`config.mk`:
```
export PLATFORM = sky130hd
export DESIGN_NAME = serial_rr_scheduler
export DESIGN_NICKNAME = d
export VERILOG_FILES = /design/src/rtl/serial_rr_scheduler.sv
export SDC_FILE = /design/constraint.sdc
export NUM_CORES = 1
export LEC_CHECK = 0
export ABC_AREA = 1
export BUFFER_PORTS_ARGS = -buffer_cell sky130_fd_sc_hd__buf_4
export CORE_MARGIN = 3
export CORE_UTILIZATION = 42
export DETAILED_ROUTE_END_ITERATION = 8
export GPL_TIMING_DRIVEN = 1
export HOLD_SLACK_MARGIN = 0.02
export PLACE_DENSITY = 0.77
export REMOVE_ABC_BUFFERS = 1
export SYNTH_ARGS = -nofsm -noshare
export SYNTH_HDL_FRONTEND = slang
export SYNTH_SLANG_ARGS = --single-unit
```
`constraint.sdc`:
```
create_clock -name clk -period 4.8 [get_ports clk]
set_clock_uncertainty 0.2 [all_clocks]
set_input_delay 0.48 -clock clk [delete_from_list [all_inputs] [get_ports clk]]
set_output_delay 0.48 -clock clk [all_outputs]
set_load 0.02 [all_outputs]
```
`src/rtl/serial_rr_scheduler.sv`:
```
// Purpose: round-robin shares one LSB-first serializer among NUM_REQ word requesters, tagging bits with source id.
// Latency: word accepted on edge T drives bit 0 in cycle T+1, last bit in cycle T+DATA_WIDTH; back-to-back words have no bubble.
// Backpressure: stall freezes shifting and arbitration; req_ready is offered only in IDLE or on the last bit cycle.
module serial_rr_scheduler #(
    parameter int DATA_WIDTH = 16,
    parameter int NUM_REQ    = 4,
    parameter int ID_W       = $clog2(NUM_REQ)
) (
    input  logic                          clk,
    input  logic                          reset,
    input  logic [NUM_REQ-1:0]            req_valid,
    input  logic [NUM_REQ*DATA_WIDTH-1:0] req_data,
    output logic [NUM_REQ-1:0]            req_ready,
    input  logic                          stall,
    output logic                          dout,
    output logic                          dout_valid,
    output logic                          dout_last,
    output logic [ID_W-1:0]               dout_id
);

    localparam int CNT_W = $clog2(DATA_WIDTH);
    localparam logic [CNT_W-1:0] LAST_CNT = CNT_W'(DATA_WIDTH - 1);

    typedef enum logic {
        ST_IDLE  = 1'b0,
        ST_SHIFT = 1'b1
    } state_t;

    state_t                r_state;
    logic [DATA_WIDTH-1:0] r_shifter;
    logic [CNT_W-1:0]      r_cnt;
    logic [ID_W-1:0]       r_ptr;
    logic [ID_W-1:0]       r_id;

    logic                  w_found;
    logic [ID_W-1:0]       w_grant;
    logic                  w_at_last;
    logic                  w_lo;
    logic                  w_accept;
    logic [DATA_WIDTH-1:0] w_word;
    logic [ID_W-1:0]       w_ptr_next;

    // Pick the first valid requester at or after the round-robin pointer, wrapping around.
    always_comb begin
        w_found = 1'b0;
        w_grant = '0;
        for (int k = 0; k < NUM_REQ; k++) begin
            if (!w_found && req_valid[(int'(r_ptr) + k) % NUM_REQ]) begin
                w_found = 1'b1;
                w_grant = ID_W'((int'(r_ptr) + k) % NUM_REQ);
            end
        end
    end

    assign w_at_last  = (r_state == ST_SHIFT) && (r_cnt == LAST_CNT);
    assign w_lo       = !reset && !stall && ((r_state == ST_IDLE) || w_at_last);
    assign w_accept   = w_lo && w_found;
    assign w_word     = req_data[w_grant*DATA_WIDTH +: DATA_WIDTH];
    assign w_ptr_next = (int'(w_grant) == NUM_REQ - 1) ? '0 : w_grant + ID_W'(1);

    // One-hot ready toward the winner only while a load slot is open.
    always_comb begin
        req_ready = '0;
        if (w_accept) begin
            req_ready[w_grant] = 1'b1;
        end
    end

    assign dout       = r_shifter[0];
    assign dout_valid = (r_state == ST_SHIFT) && !stall;
    assign dout_last  = w_at_last;
    assign dout_id    = r_id;

    // Load on accept, otherwise shift one bit per unstalled cycle and drop to IDLE after the last bit.
    always_ff @(posedge clk) begin
        if (reset) begin
            r_state   <= ST_IDLE;
            r_shifter <= '0;
            r_cnt     <= '0;
            r_ptr     <= '0;
            r_id      <= '0;
        end else if (!stall) begin
            if (w_accept) begin
                r_state   <= ST_SHIFT;
                r_shifter <= w_word;
                r_cnt     <= '0;
                r_id      <= w_grant;
                r_ptr     <= w_ptr_next;
            end else if (r_state == ST_SHIFT) begin
                r_shifter <= {1'b0, r_shifter[DATA_WIDTH-1:1]};
                if (r_cnt == LAST_CNT) begin
                    r_cnt   <= '0;
                    r_state <= ST_IDLE;
                end else begin
                    r_cnt <= r_cnt + CNT_W'(1);
                end
            end
        end
    end

endmodule

```
# Word-level counts from Yosys, hierarchy flattened

Cells that the tools add are included.

Multiplexer cells: 31
Shift operators: 1
$mul: 0
$add $sub $neg: 5
Equality and inequality tests: 2
Reduce and logical (&&, ||, !) cells: 21
Bitwise operators: 5
Magnitude comparators: 6
Div/mod/pow operators: 0

Operator list:

| kind                                                 | number |
|---|---|
| variable part select 64 x 7 -> 16 bit                | 1 |
| two-way mux 16 bit                                   | 2 |
| two-way mux 4 bit                                    | 4 |
| two-way mux 1 bit                                    | 15 |
| < comparator 3 x 4 -> 1 bit (second input constant)  | 3 |
| two-way mux 2 bit                                    | 5 |
| logical AND 1 bit                                    | 9 |
| binary-select mux 1 bit (select 2 bit)               | 4 |
| < comparator 2 x 3 -> 1 bit (second input constant)  | 2 |
| OR reduction 2 bit                                   | 3 |
| zero test 1 bit                                      | 5 |
| adder 2 x 1 -> 2 bit (second input constant)         | 2 |
| adder 2 bit (second input constant)                  | 2 |
| adder 4 x 1 -> 4 bit (second input constant)         | 1 |
| equality test 4 bit (second input constant)          | 1 |
| AND reduction 2 bit                                  | 2 |
| bitwise AND 1 bit (first input constant)             | 3 |
| demux 1 bit (select 2 bit)                           | 1 |
| equality test 2 x 1 -> 1 bit (second input constant) | 1 |
| >= comparator 2 x 1 -> 1 bit (second input constant) | 1 |
| NOT 1 bit                                            | 2 |
| nonzero test 2 bit                                   | 1 |
| logical OR 1 bit                                     | 1 |

Logic and storage cells: 76
Bits in registers: 25
Output and inout port bits: 9
RAM bits: 0
Bits of input ports: 71
Latch bits: 0
ROM bits: 0
Memories: 0

# Longest topological paths before layout

Depth after elaboration: 19
Gate-level depth with buffers: 18
Depth with buffers taken out: 16

# Least setup slack after synthesis

Ideal clock, no wire load.

Path type: in2out
Start: in req_valid[3]
End: out req_ready[0]
Stages on the path: 12
Slack: 2.240 ns
Arrival time: 1.880 ns
Buffers on the path: 2
Required time: 4.120 ns
Path through: inv_1 > nand2_1 > nand3_1 > nand2_2 > nor2_4 > nand3_4 > nand3_2 > buf_6 > buf_6 > ha_1 > inv_1 > nor2_1

Cells in the longest elaborated chain, start to end: 17
Elaborated cells on any way between the ends: 32
Classes of those cells: order compare (2); mux (22); reduce/logical (8)

Ends and longest elaborated chain:

| item                                                                                              | RTL line | RTL |
|---|---|---|
| start, declared                                                                                   | 11       | `input logic [NUM_REQ-1:0] req_valid,` |
| binary-select mux 1 bit (select 2 bit)                                                            | 48       | `if (!w_found && req_valid[(int'(r_ptr) + k) % NUM_REQ]) begin` |
| two-way mux 1 bit (implied by the code)                                                           | 48       |  |
| two-way mux 1 bit                                                                                 | 48       |  |
| zero test 1 bit                                                                                   | 48       |  |
| logical AND 1 bit                                                                                 | 48       |  |
| two-way mux 1 bit                                                                                 | 48       |  |
| zero test 1 bit                                                                                   | 48       |  |
| logical AND 1 bit                                                                                 | 48       |  |
| two-way mux 1 bit                                                                                 | 48       |  |
| zero test 1 bit                                                                                   | 48       |  |
| logical AND 1 bit                                                                                 | 48       |  |
| two-way mux 2 bit                                                                                 | 48       |  |
| < comparator 2 x 3 -> 1 bit (implied by the code) or >= comparator 2 x 1 -> 1 bit (tied branches) | 65       | `req_ready[w_grant] = 1'b1;` |
| logical AND 1 bit (implied by the code)                                                           | 65       |  |
| two-way mux 1 bit (implied by the code)                                                           | 65       |  |
| demux 1 bit (select 2 bit)                                                                        | 65       |  |
| two-way mux 4 bit *                                                                               | 64       | `if (w_accept) begin` |
| end, declared                                                                                     | 13       | `output logic [NUM_REQ-1:0] req_ready,` |

Every way passes the cells marked *; elsewhere a longest branch is shown, timed or not. The select of a mux whose other input is x is not followed.

# Worst setup path in the final report

Start: reg r_ptr[0]
End: out req_ready[3]

Cells in the longest elaborated chain, start to end: 17
Elaborated cells on any way between the ends: 35
Classes of those cells: add/sub (3); order compare (2); mux (22); reduce/logical (8)

Ends and longest elaborated chain:

| item                                                                                              | RTL line | RTL |
|---|---|---|
| start, declared                                                                                   | 32       | `logic [ID_W-1:0] r_ptr;` |
| start signal, assigned                                                                            | 88       | `r_ptr <= w_ptr_next;` |
| adder 2 x 1 -> 2 bit or binary-select mux 1 bit (select 2 bit) (tied branches)                    | 48, 50   |  |
| binary-select mux 1 bit (select 2 bit) or two-way mux 1 bit (tied branches)                       | 48       |  |
| two-way mux 1 bit (implied by the code)                                                           | 48       |  |
| two-way mux 1 bit (implied by the code) or zero test 1 bit (tied branches)                        | 48       |  |
| logical AND 1 bit                                                                                 | 48       |  |
| two-way mux 1 bit                                                                                 | 48       |  |
| zero test 1 bit                                                                                   | 48       |  |
| logical AND 1 bit                                                                                 | 48       |  |
| two-way mux 1 bit                                                                                 | 48       |  |
| zero test 1 bit                                                                                   | 48       |  |
| logical AND 1 bit                                                                                 | 48       |  |
| two-way mux 2 bit                                                                                 | 48       |  |
| < comparator 2 x 3 -> 1 bit (implied by the code) or >= comparator 2 x 1 -> 1 bit (tied branches) | 65       |  |
| logical AND 1 bit (implied by the code)                                                           | 65       |  |
| two-way mux 1 bit (implied by the code)                                                           | 65       |  |
| demux 1 bit (select 2 bit)                                                                        | 65       |  |
| two-way mux 4 bit *                                                                               | 64       |  |

Marked as above.

==> reports/qor.yml <==
setup_violations: 0
antenna_found_initial: 0
cp_data_arrival_time_ps: 3140
grt_usage: 0.194
via_per_inst: 4.93
worst_pin_slew_ps: 905
setup.worst_path.start_class: "flip-flop"
cts_root_buffer: "clkbuf_8"
hold_slack_ps: 224
clock_path_buffers: 2
antenna_cells: 0
area_delta_synth_final_pct: 29.4
final_cell_area_um2: 2750
cp-end-kind: "output port"
ys_types: 30
synth-async-reset-ratio: 0
post-place-cells: 506
drt_iter0_markers: 142
synth_area_um2: 2120
clock_latency_ps: 270
dpl_cell_area_um2: 2700
slew_viol_final: 0
cts_tree: "built"
rrSetupSlack_ps: 1680
top_layer: "met4"
fin_crit_ps: 3820
io_buffers: 79
die_w_um: 77.1
overflow: 0
status: "finished, final reports clean"
start_util: 0.441
htree_levels: 1
wl_um: 5920
cellPowerDensity_nw_per_um2: 518
rsz0062_at_grt: "false"
instances_no_fill: 510
via_count: 2513
hold_buffers: 0
synthFlopType: "dfxtp_1"
m1WireLength_um: 2590
ios: 80
clock-sinks: 25
core_um2: 4820
slew_headroom: 0.397
total_leakage_power_nw: 1.53
yosysSeqAreaShare: 0.236
grt_max_degree: 24
grt_pass1_vias: 2287
dr.pass1.iters: 4
ys_warn_count: 0
synth-edff-count: 0
met2_length_um: 2910
syn_inst: 374
drive_gt1_frac: 0.214
crit_type: "flip-flop to output port"
syn_area_per_cell_um2: 5.67
wl_met3_um: 395
nNetsFinal: 520
min_path_type: "input pin to flip-flop"
core.rowCount: 25
post_cts_buffers: 0
critPathRequiredTime_ps: 4120
grt_pass1_wl_um: 9890
path_clk_slew_ps: 100
die_h_um: 77.1
peakVddDrop_mv: 0.187
remaining_drc_errors: 0
wl_per_cell_um: 11.6
gp_congestion: 0.935
cap_violations: 0
fin_crit_sh: 0.796
postRouteAntennaNets: 0
setup_tns_ps: 0
ys_ff_latch: 25
die_area_um2: 5940
cts_inserted_buffers: 3
hpwl_um: 4560
cts-resized-gates: 0
max_freq_mhz: 262
cp_max_fo: 19
hold_viol: 0
[Yosys cell counts, types with 2 or more instances]
cell type,number,area (µm²)
nor2_1,18,67.6
a21boi_1,4,30.0
ha_1,5,62.6
nand2_2,4,25.0
a21oi_1,11,55.1
nand3b_1,2,15.0
clkbuf_1,2,7.51
nor2_4,2,22.5
nand2_1,166,623
o21ai_1,3,15.0
nand3_1,23,115
nand4_1,14,87.6
buf_2,6,30.0
nor3_1,5,25.0
dfxtp_1,25,500
o21ai_0,20,100
inv_1,46,173
buf_4,2,15.0
buf_6,5,56.3
[layer usage]
layer  GRT usage  up-vias
li1            -     1315
met1       0.248     1124
met2       0.351       70
met3      0.0317        4
met4      0.0267        0
met5           0        -
[final timing paths]
check,from,to,cells after the start
hold reg to reg,dout_id[1]$_SDFFE_PP0P_,dout_id[1]$_SDFFE_PP0P_,2
setup / recovery,r_ptr[0]$_SDFFE_PP0P_,req_ready[3],12
hold / removal,stall,r_state$_SDFFE_PP0N_,2
setup reg to reg,r_ptr[0]$_SDFFE_PP0P_,r_ptr[1]$_SDFFE_PP0P_,11
[layout by cell type (no fill, tap or decap), drive strengths merged]
| master | Yosys | routed |
|---|---|---|
| inv | 48 | 48 |
| o211a | 1 | 1 |
| nand3 | 25 | 25 |
| clkbuf | 2 | 3 |
| o21ai | 23 | 23 |
| dfxtp | 25 | 25 |
| clkinvlp | 0 | 1 |
| buf | 13 | 80 |
| nand3b | 2 | 2 |
| ha | 5 | 5 |
| a221oi | 1 | 1 |
| o22ai | 1 | 1 |
| xor2 | 1 | 1 |
| nor2 | 20 | 20 |
| a21oi | 11 | 11 |
| a21boi | 4 | 4 |
| and3 | 1 | 1 |
| o21bai | 1 | 1 |
| nand2 | 171 | 171 |
| nor3 | 5 | 5 |
| nand4 | 14 | 14 |
[state kept, by name (all words and copies together) (netlist names)]
signal,cells
r_shifter,16
r_cnt,4
dout_id,2
r_ptr,2
r_state,1
[critical path, cell delays in order, from the launching register on]
cell	delay (ps)
dfxtp_1	570
inv_4	110
nand2_1	100
nand3_1	90
nand2_1	120
nand2_1	80
nand3_1	440
nand3_2	440
inv_2	410
ha_1	210
inv_1	40
nor2_1	90
buf_4	150
[through the flow]
stage	setup slack [ps]	utilization	total power [mW]
floorplan	1540	-	1.03
global placement	1430	0.560	1.27
detailed placement	1330	0.560	1.30
CTS	1020	0.570	1.43
global route	612	0.570	1.59
finish	977	0.570	1.42
[cell families (layout without fill, tap and decap cells)]
family	count (synthesis)	after routing	share of synthesized area
buffers and inverters	63	132	0.137
and+or+nand+nor	238	238	0.483
AOI/OAI and AO/OA	42	42	0.110
xor gates and xnor gates	1	1	0.00413
DFF	25	25	0.236
adders and majority gates	5	5	0.0295
[report_power, final]
| part | switching [mW] | internal, mW |
|---|---|---|
| Sequential | 0.0331 | 0.254 |
| Clock | 0.0718 | 0.0589 |
| Combinational | 0.675 | 0.331 |
[layout make-up]
class                      instances  area, µm²
sequential                        25        500
multi-input combinational        286       1330
fill                             525       2070
tap                               67       83.8
inverter                          48        183
clock buffer                       3       41.3
clock inverter                     1       7.51
timing repair buffer              80        601
Note: power is estimated with default switching activity, not from simulation.
